<file path="config.mk">
export PLATFORM = sky130hd
export DESIGN_NAME = state_delay_fifo
export DESIGN_NICKNAME = d
export VERILOG_FILES = /design/src/rtl/state_delay_fifo.sv
export SDC_FILE = /design/constraint.sdc
export NUM_CORES = 1
export LEC_CHECK = 0
export CAP_MARGIN = 20
export CORE_ASPECT_RATIO = 1.75
export CORE_MARGIN = 2
export CORE_UTILIZATION = 32
export DETAILED_ROUTE_END_ITERATION = 8
export PLACE_DENSITY = 0.52
export SYNTH_ARGS = -nofsm -noshare
export SYNTH_HDL_FRONTEND = slang
export SYNTH_SLANG_ARGS = --single-unit
</file>
<file path="constraint.sdc">
create_clock -name iCLK -period 6 [get_ports iCLK]
set_input_delay 1.2 -clock iCLK [delete_from_list [all_inputs] [get_ports iCLK]]
set_output_delay 1.2 -clock iCLK [all_outputs]
set_load 0.005 [all_outputs]
</file>
<file path="src/rtl/state_delay_fifo.sv">
// state_delay_fifo: elastic buffer carrying State1 vectors from the forward pass to the weight update.
// Define STATE_DELAY_FIFO_COUNT_EN to add the registered occupancy port oCount.
module state_delay_fifo #(
    parameter int unsigned NP    = 8,
    parameter int unsigned WF    = 5,
    parameter int unsigned DEPTH = 4
) (
    input  logic                iCLK,
    input  logic                iRST,
    input  logic                iMode,
    input  logic                iValid_AM_State1,
    output logic                oReady_AM_State1,
    input  logic [NP*WF-1:0]    iData_AM_State1,
    output logic                oValid_BM_State1,
    input  logic                iReady_BM_State1,
    output logic [NP*WF-1:0]    oData_BM_State1
`ifdef STATE_DELAY_FIFO_COUNT_EN
    ,
    output logic [$clog2(DEPTH):0] oCount
`endif
);

    localparam int unsigned AW = $clog2(DEPTH);
    localparam int unsigned DW = NP * WF;

    logic [DW-1:0] mem [DEPTH];
    logic [AW:0]   wp_q, wp_d;
    logic [AW:0]   rp_q, rp_d;
    logic          ready_q, ready_d;
    logic          valid_q, valid_d;
    logic          full_q, full_d, empty_d;
    logic          push, pop;

    assign full_q = (wp_q[AW-1:0] == rp_q[AW-1:0]) && (wp_q[AW] != rp_q[AW]);

    // The full term only matters in the cycle where iMode rises while ready still holds
    // the inference constant; it keeps a stored vector from being overwritten.
    assign push = iValid_AM_State1 & ready_q & iMode & ~full_q;
    assign pop  = valid_q & iReady_BM_State1;

    always_comb begin
        wp_d    = wp_q + {{AW{1'b0}}, push};
        rp_d    = rp_q + {{AW{1'b0}}, pop};
        full_d  = (wp_d[AW-1:0] == rp_d[AW-1:0]) && (wp_d[AW] != rp_d[AW]);
        empty_d = (wp_d == rp_d);
        ready_d = iMode ? ~full_d : 1'b1;
        valid_d = iMode & ~empty_d;
    end

    always_ff @(posedge iCLK or posedge iRST) begin
        if (iRST) begin
            wp_q    <= '0;
            rp_q    <= '0;
            ready_q <= 1'b0;
            valid_q <= 1'b0;
        end else begin
            wp_q    <= wp_d;
            rp_q    <= rp_d;
            ready_q <= ready_d;
            valid_q <= valid_d;
        end
    end

    // Payload storage is deliberately left out of reset.
    always_ff @(posedge iCLK) begin
        if (push) begin
            mem[wp_q[AW-1:0]] <= iData_AM_State1;
        end
    end

    assign oReady_AM_State1 = ready_q;
    assign oValid_BM_State1 = valid_q;
    assign oData_BM_State1  = mem[rp_q[AW-1:0]];

`ifdef STATE_DELAY_FIFO_COUNT_EN
    logic [AW:0] count_q;

    always_ff @(posedge iCLK or posedge iRST) begin
        if (iRST) begin
            count_q <= '0;
        end else begin
            count_q <= wp_d - rp_d;
        end
    end

    assign oCount = count_q;
`endif

endmodule

</file>
==> impl_results.md <==
* Wire per inst at 19.1 um
* Register area share after synthesis at 80.9%
* CTS Sinks at 168
* Vias in the first global route at 3,064
* Top post-synthesis cells by count: edfxtp_1 (160), mux4_2 (40), dfrtp_1 (8)
* 1st-iter DRT viols at 113
* WS Path Type: register to output pin
* Total GRT Usage at 12.0%
* Grt met3 use at 3.02%
* Hold crit path type: register to register
* IO buf count at 86
* Final worst slack at 2.23 ns
* Ys flop type: edfxtp_1
* H-tree depth at 4
* M2 GR Usage at 21.2%
* Total global routing overflow at 0
* Core area at 19,000 um2
* Yosys Warn Count at 0
* Sum of negative setup slack at 0 ns
* Clk buf depth at 2
* LEAKAGE at 2.53 nW
* Max-slew violations at 0
* Initial core utilization at 32.5%
* Global-route wire length before repair at 17,500 um
* Initial antenna violation count at 0
* Post-CTS Setup Bufs at 0
* Post-Place Setup Slack at 2.60 ns
* FF+latch area at 5010 um2
* Syn Area/Cell at 25.3 um2
* Filler cells at 1,694
* Worst Path Required at 4.80 ns
* Largest net degree at the start of global routing at 43
* TritonCTS clock tree: built
* # hold bufs at CTS at 0
* Slew HR at 39.8%
* Period utilization at 62.8%
* Drc violations at 0
* F_max at 266 MHz
* Syn-to-layout area delta at 27.7%
* Clk root buf: clkbuf_16
* Post-synthesis async set-or-reset flop share at 4.76%
* Area of the multi-input gates at 1120 um2
* Syn nets at 293
* CP Capture Type: output pin
* Clock-pin slew on the worst setup and hold paths at 0.07 ns
* CP cell instances: mux4_2 > clkdlybuf4s50_1
* Gr busiest metal: met2
* Post-synth cell types at 19
* Crit path time final at 3.77 ns
* Die height at 188 um
* Fraction of layout cells with a size suffix above 1 at 23.7%
* Most common cell in the netlist: edfxtp_1
* Highest-delay cell along the critical path: dfrtp_4
* CP Launch Type: register
* Top-area cell type share of the netlist area at 77.7%
* ANT cells at 0
* Final Cell Area at 7900 um2
* Dpl hpwl at 6710 um
* Final wirelength at 11,400 um
* Area leader, netlist: edfxtp_1
* Row count at 67
* Clk_skew at 0.0128 ns
* PostCTS Resize Cnt at 0
* DP Area at 7360 um2
* Max Cap Viol at 0
* GPL Wtd Cong at 0.724
* I/O Pins at 87
* Die area at 20,500 um2
* Post-synthesis register bit count at 168
* RSZ-0062 raised after global routing: no
* Top post-synthesis cells by area: edfxtp_1 (78%), mux4_2 (15%), dfrtp_1 (3.2%), ha_1 (0.81%), buf_6 (0.73%)
* Pwr per Cell Area at 452 nW/um2
* Routed via count at 2,808
* Synth Instances at 244
* Met1 Resource Use GR at 13.2%
* Skew-Pair Late Insertion Delay at 0.42 ns
* Status: finished, final reports clean
* Total CTS buffers at 17
* WP data arrival at 2.57 ns
* Netlist Area Pre-Place at 6180 um2
* Slowest stage delay, CP at 1.03 ns
* Fin. Hold Viols at 0
* Maximum vdd ir drop at 0.000300 V
* Die X at 109 um
* Nets@finish at 394
* Via density at 4.69
* First-pass detailed-route iteration total at 4
* Post-synth EDFFs at 160
* Worst Max-Slew Pin Slew at 0.903 ns
* Final ANT Viol Nets at 0
* CP max FO at 42
* Final setup viols at 0
==> per-layer routing <==
metal	routed length, um	up-vias
li1	-	1234
met1	4400	1503
met2	6400	61
met3	439	10
met4	195	0
met5	0	-
==> sequential cells by signal (all words and copies together) (netlist names) <==
signal and flops:
mem 160, rp_q 3, wp_q 3, oReady_AM_State1 1
oValid_BM_State1 1
==> cells in the final DEF, fill, tap and decap left out, drive strengths merged, types with 4 or more instances in the layout <==
cell type	n
xor2	4
clkinv	7
mux4	40
edfxtp	160
ha	4
xnor2	4
dfrtp	8
inv	9
buf	6
clkdlybuf4s50	86
clkbuf	17
==> power by group <==
| group | internal (mW) | total (mW) | switching, mW |
|---|---|---|---|
| Clock | 0.536 | 0.987 | 0.451 |
| Sequential | 1.45 | 1.60 | 0.152 |
| Combinational | 0.624 | 0.983 | 0.359 |
==> critical path: cells and delay by family (launching register included) <==
family / cells / cell delay (ns)
multiplexers: 1 / 0.64
buffers and inverters: 1 / 0.47
flip-flops: 1 / 1.03
==> worst paths after layout <==
| kind | from | end | slack, ns | cells past startpoint |
|---|---|---|---|---|
| hold / removal | wp_q[2]$_DFF_PP0_ | wp_q[2]$_DFF_PP0_ | 0.55 | 1 |
| setup / recovery | rp_q[0]$_DFF_PP0_ | oData_BM_State1[38] | 2.23 | 2 |
| setup reg to reg | rp_q[0]$_DFF_PP0_ | oValid_BM_State1$_DFF_PP0_ | 3.28 | 8 |
| hold reg to reg | wp_q[2]$_DFF_PP0_ | wp_q[2]$_DFF_PP0_ | 0.55 | 1 |
| min in group asynchronous | iRST | oValid_BM_State1$_DFF_PP0_ | 1.03 | 2 |
| max in group asynchronous | iRST | rp_q[0]$_DFF_PP0_ | 4.71 | 2 |
==> kinds of logic (layout without fill, tap and decap cells) <==
| family | count (synthesis) | in the layout | share of synthesized area, % |
|---|---|---|---|
| buf+inv | 13 | 127 | 1.40 |
| flops | 168 | 168 | 80.9 |
| mux | 40 | 40 | 14.6 |
| fa+ha+maj | 4 | 4 | 0.809 |
| xor+xnor | 8 | 8 | 1.25 |
| compound gates | 2 | 2 | 0.283 |
| simple gates | 9 | 9 | 0.769 |
==> stage by stage <==
step	power [mW]	util [%]	instances	hold WS, ns
floorplan	2.12	-	244	0.512
global placement	2.63	38.6	566	0.538
detailed placement	2.65	38.7	567	0.538
CTS	3.64	41.5	599	0.553
global route	3.74	41.5	599	0.557
finish	3.57	41.5	599	0.547
==> cell type report <==
cell class,count,area share [%]
clock buffer,17,5.39
clock inverter,15,1.47
inverter,3,0.143
sequential,168,63.4
timing repair buffer,92,11.6
tap,241,3.82
multi-input combinational,63,14.1
No activity file was read; power rests on OpenSTA's default activity.
